==> config.mk <==
export PLATFORM = sky130hd
export DESIGN_NAME = clock_segment_packer
export DESIGN_NICKNAME = d
export VERILOG_FILES = /design/src/rtl/clock_segment_packer.sv
export SDC_FILE = /design/constraint.sdc
export NUM_CORES = 1
export LEC_CHECK = 0
export ABC_AREA = 1
export CORE_ASPECT_RATIO = 0.6
export CORE_MARGIN = 8
export CORE_UTILIZATION = 32
export CTS_CLUSTER_DIAMETER = 60
export DETAILED_ROUTE_END_ITERATION = 8
export GPL_ROUTABILITY_DRIVEN = 0
export PLACE_DENSITY_LB_ADDON = 0.25
export REMOVE_ABC_BUFFERS = 1
export SYNTH_ARGS = -nofsm -noshare
export SYNTH_HDL_FRONTEND = slang
export SYNTH_SLANG_ARGS = --single-unit
==> constraint.sdc <==
create_clock -name ti_clk -period 3.5 [get_ports ti_clk]
set_input_delay 0.7 -clock ti_clk [delete_from_list [all_inputs] [get_ports ti_clk]]
set_output_delay 0.7 -clock ti_clk [all_outputs]
set_load 0.03 [all_outputs]
==> src/rtl/clock_segment_packer.sv <==
// Clock-segment packer: assembles eight 16-bit pipe words into one 128-bit
// segment record, validates it and writes it to the segment FIFO.
module clock_segment_packer #(
    parameter int MIN_PERIOD = 2
) (
    input  logic         ti_clk,
    input  logic         reset_n,
    input  logic         clear,
    input  logic         pipe_write,
    input  logic [15:0]  pipe_data,
    input  logic         fifo_full,
    output logic [127:0] fifo_din,
    output logic         fifo_wr_en,
    output logic [2:0]   word_index,
    output logic [15:0]  seg_count,
    output logic [15:0]  drop_count,
    output logic [3:0]   status
);

    logic [2:0]   idx_q, idx_d;
    logic [111:0] buf_q, buf_d;
    logic [127:0] rec_q, rec_d;
    logic         commit_q, commit_d;
    logic [15:0]  seg_q, seg_d;
    logic [15:0]  drop_q, drop_d;
    logic         ovf_q, ovf_d;
    logic         inv_q, inv_d;

    logic [48:0]  period;
    logic         rec_invalid;
    logic         wr_ok;
    logic         drop_ev;
    logic         inv_ev;

    // Record check and commit outcome for the record loaded last cycle
    always_comb begin
        period      = {1'b0, rec_q[127:80]} + {1'b0, rec_q[79:32]};
        rec_invalid = (rec_q[31:0] != 32'd0) && (period < 49'(MIN_PERIOD));
        wr_ok       = commit_q && !rec_invalid && !fifo_full;
        drop_ev     = commit_q && !rec_invalid && fifo_full;
        inv_ev      = commit_q && rec_invalid;
    end

    // Next-state: word capture, record load, counters and sticky flags
    always_comb begin
        idx_d    = idx_q;
        buf_d    = buf_q;
        rec_d    = rec_q;
        commit_d = 1'b0;
        seg_d    = seg_q;
        drop_d   = drop_q;
        ovf_d    = ovf_q;
        inv_d    = inv_q;
        if (clear) begin
            idx_d  = 3'd0;
            seg_d  = 16'd0;
            drop_d = 16'd0;
            ovf_d  = 1'b0;
            inv_d  = 1'b0;
        end else begin
            if (pipe_write) begin
                idx_d = idx_q + 3'd1;
                if (idx_q == 3'd7) begin
                    rec_d    = {buf_q, pipe_data};
                    commit_d = 1'b1;
                end else begin
                    for (int k = 0; k < 7; k++) begin
                        if (idx_q == 3'(k)) begin
                            buf_d[111-16*k -: 16] = pipe_data;
                        end
                    end
                end
            end
            if (wr_ok && seg_q != 16'hFFFF) begin
                seg_d = seg_q + 16'd1;
            end
            if (drop_ev && drop_q != 16'hFFFF) begin
                drop_d = drop_q + 16'd1;
            end
            ovf_d = ovf_q | drop_ev;
            inv_d = inv_q | inv_ev;
        end
    end

    // State registers with synchronous active-low reset
    always_ff @(posedge ti_clk) begin
        if (!reset_n) begin
            idx_q    <= 3'd0;
            buf_q    <= '0;
            rec_q    <= '0;
            commit_q <= 1'b0;
            seg_q    <= 16'd0;
            drop_q   <= 16'd0;
            ovf_q    <= 1'b0;
            inv_q    <= 1'b0;
        end else begin
            idx_q    <= idx_d;
            buf_q    <= buf_d;
            rec_q    <= rec_d;
            commit_q <= commit_d;
            seg_q    <= seg_d;
            drop_q   <= drop_d;
            ovf_q    <= ovf_d;
            inv_q    <= inv_d;
        end
    end

    // A write never escapes while reset is being applied
    assign fifo_wr_en = wr_ok & reset_n;
    assign fifo_din   = rec_q;
    assign word_index = idx_q;
    assign seg_count  = seg_q;
    assign drop_count = drop_q;
    assign status     = {commit_q, idx_q != 3'd0, inv_q, ovf_q};

endmodule

Word-level counts from Yosys, hierarchy flattened. Cells that the tools add are included.

$lt $le $gt $ge: 1. Bitwise operators: 7. Equal/unequal tests: 9. Muxes and demuxes: 1. Add/subtract/negate cells: 4. Reduce and logical (&&, ||, !) cells: 22.

Operators with widths (count): $add A48 B48 Y49 (1); $lt A49 B2 Y1 const B (1); $add A16 B1 Y16 const B (2); $ne A16 B16 Y1 const B (2); $reduce_bool A32 Y1 (1); $reduce_and A4 Y1 (7); $eq A3 B3 Y1 const B (4); $logic_and A1 B1 Y1 (7); $eq A3 B2 Y1 const B (2); $not A1 Y1 (4); $add A3 B1 Y3 const B (1); $eq A3 B1 Y1 const B (1); $logic_not A3 Y1 (1); $reduce_and A3 Y1 (1); $reduce_bool A3 Y1 (1); $reduce_or A3 Y1 (1); $logic_not A1 Y1 (2); $or A1 B1 Y1 (2); $reduce_or A2 Y1 (1); $and A1 B1 Y1 (1); $mux W1 (1).

Word-level logic and storage cells: 58. Output and inout port bits: 168. Flip-flop bits (word level): 278.

Depth between registers and ports, before layout.
Depth in word-level cells: 7. Mapped depth: 24.

Worst setup path after synthesis. No wires, ideal clock.

Path kind: reg2out. Start point: register rec_q[80] (netlist: fifo_din[80]). End point: output port fifo_wr_en. Required time: 2.800 ns. Path slack: 0.136 ns. Cell stages (with the launch flop): 21. Data arrival time: 2.664 ns. Cells stage by stage: dfxtp_1 nand2_1 inv_1 fa_1 nand3_1 nand3_1 nand2_1 nand3_2 nand2_1 nand2_1 nand2_1 nand2_1 nand2_1 nand2_1 nand2_1 nor2_1 nand2_1 nor2_1 nand4_4 nand3_2 nor2_1.

Cells in the longest elaborated chain, start to end: 7.

Ends and longest elaborated chain: from (decl) (RTL line 22) `logic [127:0] rec_q, rec_d;`; from (signal assigned) (RTL line 99) `rec_q <= rec_d;`; $add A48 B48 Y49 (RTL line 37) `period = {1'b0, rec_q[127:80]} + {1'b0, rec_q[79:32]};`; $lt A49 B2 Y1 (RTL line 38) `rec_invalid = (rec_q[31:0] != 32'd0) && (period < 49'(MIN_PERIOD));`; $logic_and A1 B1 Y1 (RTL line 38); $logic_not A1 Y1 (RTL line 39) `wr_ok = commit_q && !rec_invalid && !fifo_full;`; $logic_and A1 B1 Y1 (2 in series) (RTL line 39); $and A1 B1 Y1 (RTL line 109) `assign fifo_wr_en = wr_ok & reset_n;`; to (decl) (RTL line 13) `output logic fifo_wr_en,`.

No other way between the ends.

Worst setup path after layout.
Start point: register rec_q[76] (netlist: fifo_din[76]). End point: output port fifo_wr_en.

Same word-level chain as after synthesis.

==> qor.yml <==
die:
  floorplan.initialDensity: 0.323
  die_h_um: 183
  die-area_um2: 53900
  die_x_um: 294
  ios: 189
  rows: 61
  core_area_um2: 46100
critical_path:
  r2r_slack_ns: 0.41
  path_max_fanout: 4
  arrival_ns: 3.17
  required_ns: 2.80
  start_kind: "flop"
  cp-end-kind: "primary output"
  r2r-end: "drop_count[5]"
  worstSetupPathType: "flop to primary output"
  r2r-start: "fifo_din[76]"
  r2r.worst_path.cells: 19
pwr:
  clockPowerShare: 0.480
  switching_share: 0.239
  seqPwrFrac: 0.481
  peakVddDrop_v: 0.000350
  power_density_nw_per_um2: 313
  p_int_mw: 5.07
  p_total_mw: 6.66
  p_leak_nw: 9.26
  p_sw_mw: 1.59
  power_frac_comb: 0.039
cts:
  clockRootBuffer: "clkbuf_16"
  cts-hold-fix-buffers: 0
  cts_tree: "done"
  clk_pin_slew_ns: 0.06
  clk_latency_ns: 0.59
  cts_buffers: 30
  clock_path_buffers: 3
  htreeDepth: 1
  cts_num_sinks: 278
logic_synthesis:
  synth.most_common_cell: "nor2_1"
  syn_area_um2: 14900
  yosys-top-cells-count: "nor2_1 (605), nand2_1 (508), dfxtp_1 (278)"
  synth_top_area_share: 0.374
  synth-edff-count: 0
  synth_cell_types: 36
  synthArstFlopShare: 0
  ys_seq_elements: 278
  ys_seq_area_frac: 0.374
  syn_area_per_cell_um2: 6.37
  yosysWarnings: 0
  netlist_top_cells_area: "dfxtp_1 (37%), nor2_1 (15%), nand2_1 (13%), o21ai_0 (8.5%), inv_1 (6.7%)"
  synthCells: 2336
  yosys_most_used_dff: "dfxtp_1"
  synth_top_cell_by_area: "dfxtp_1"
global_route:
  grt_use_total: 0.205
  antenna_found_initial: 3
  grt_pass1_wl_um: 88100
  first_global_vias: 15200
  grt_start_max_net_pins: 241
  grt-ovfl-total: 0
drt:
  vias_per_cell: 4.79
  drt_first_pass_iters: 6
  highest_layer: "met4"
  drt_wl_total_um: 57200
  wl_met3_um: 4890
  drcViolationCount: 0
  vias: 16200
  antenna_left: 0
  routedWlPerCell_um: 16.9
  first_iter_violations: 1525
  drt-met1-wl_um: 27300
  wl_met2_um: 24300
layout:
  antennaDiodeCount: 0
  fin_cells: 3383
  nFillCells: 4716
  area_growth_syn_to_layout_pct: 42.8
  drive_above_1_share: 0.198
  layout.nets: 2808
outcome:
  violations: "negative setup slack"
  outcome: "complete, but fails checks"
timing:
  finalMaxSlewViolations: 0
  maxClockFrequency_mhz: 258
  fin_crit_ns: 3.87
  hold_ws_ns: 0.432
  hold_viol: 0
  relSlewSlack: 0.330
  worst_pin_slew_ns: 1.00
  tns_ns: -0.374
  setup_ws_ns: -0.374
  finClkSkew_ns: 0.0121
  rsz0062_at_grt: "yes"
  finalCritPeriodShare: 1.11
  setup_viol: 1
placed_design:
  dp_cells: 3322
  post-dp-hpwl_um: 42500
  pre_cts_slack_ns: -0.475
  io_buffers: 188
worst_hold_path:
  hold_path_class: "primary input to flop"
  hold_end: "commit_q"
  min-delay-start: "reset_n"
  hold_depth: 3
flow_run:
  maxCapViolCount: 0
-- area by class of cell --
type                       count  area [um^2]  share of cell area
tap                          630          788              0.0371
sequential                   278         5610               0.264
inverter                     271         1020              0.0480
clock buffer                  44          903              0.0425
clock inverter                10         96.3             0.00453
multi-input combinational   1708         8970               0.422
timing repair buffer         442         3870               0.182
-- placed cells by master (no fill, tap or decap), types with 35 or more instances in the layout --
master,count
a21oi_1,54
buf_4,247
clkdlybuf4s50_1,186
dfxtp_1,243
dfxtp_2,35
ha_4,40
inv_1,257
nand2_1,464
nand2_2,47
nand3_1,58
nor2_1,573
o21ai_0,253
-- power by group through the flow --
stage,clock network [mW],registers [mW],logic [mW]
after floorplan,0,3.27,0.100
after global placement,0,3.27,0.255
after detailed placement,0,3.27,0.257
after CTS,3.26,3.20,0.258
after global routing,3.40,3.20,0.285
final,3.19,3.20,0.259
-- worst max-delay path, cell delays in order, from the launching register on --
cell and delay (ns):
dfxtp_1 0.32, ha_1 0.37, inv_1 0.12, o21bai_1 0.14, a21boi_1 0.27, nand2_1 0.10
a21oi_1 0.23, nand3_1 0.12, nand2_1 0.07, nand3_1 0.07, nor2_1 0.12, nand2_1 0.09
nor2_4 0.13, nand4_4 0.14, nand3_2 0.12, nor2_2 0.05, buf_6 0.13
-- worst max path at each step --
stage	slack, ns	start	to	cells after the start
floorplan	-1.91	word_index[1]	fifo_din[0]	6
global placement	-0.46	fifo_din[100]	fifo_wr_en	16
detailed placement	-0.48	fifo_din[80]	fifo_wr_en	18
CTS	-0.41	fifo_din[80]	fifo_wr_en	16
global route	-0.54	fifo_din[80]	fifo_wr_en	18
finish	-0.37	fifo_din[76]	fifo_wr_en	16
-- cells by family after synthesis --
family / Yosys count / share of synthesized area
AND/OR/NAND/NOR: 1284 / 0.351
buffers and inverters: 350 / 0.0916
AO/OA/AOI/OAI: 326 / 0.111
flip-flops: 278 / 0.374
adder cells (fa/ha/maj): 56 / 0.0476
XOR/XNOR: 42 / 0.0247
-- flip-flops by register name, summed over array words and instances, names as in the netlist --
name / cells
fifo_din: 128
seg_count: 16
buf_q: 112
commit_q: 1
ovf_q: 1
drop_count: 16
word_index: 3
inv_q: 1
-- through the flow --
step,utilization,instance area [um^2]
2_1_floorplan,-,14500
3_3_place_gp,0.415,19200
3_5_place_dp,0.415,19200
4_1_cts,0.454,20900
5_1_grt,0.461,21300
6_report,0.461,21300
-- what timing repair did --
action,4_1_cts,5_1_grt
endpoints found under the setup margin,1,1
resized for setup,138,100
pin swaps,25,36
buffers inserted,5,2
-- metal layers --
metal | vias to the layer above | track usage
met5 | - | 0
met4 | 0 | 0.0286
met3 | 48 | 0.0490
met2 | 504 | 0.311
met1 | 7555 | 0.297
li1 | 8112 | -
No activity file was read; power rests on OpenSTA's default activity.
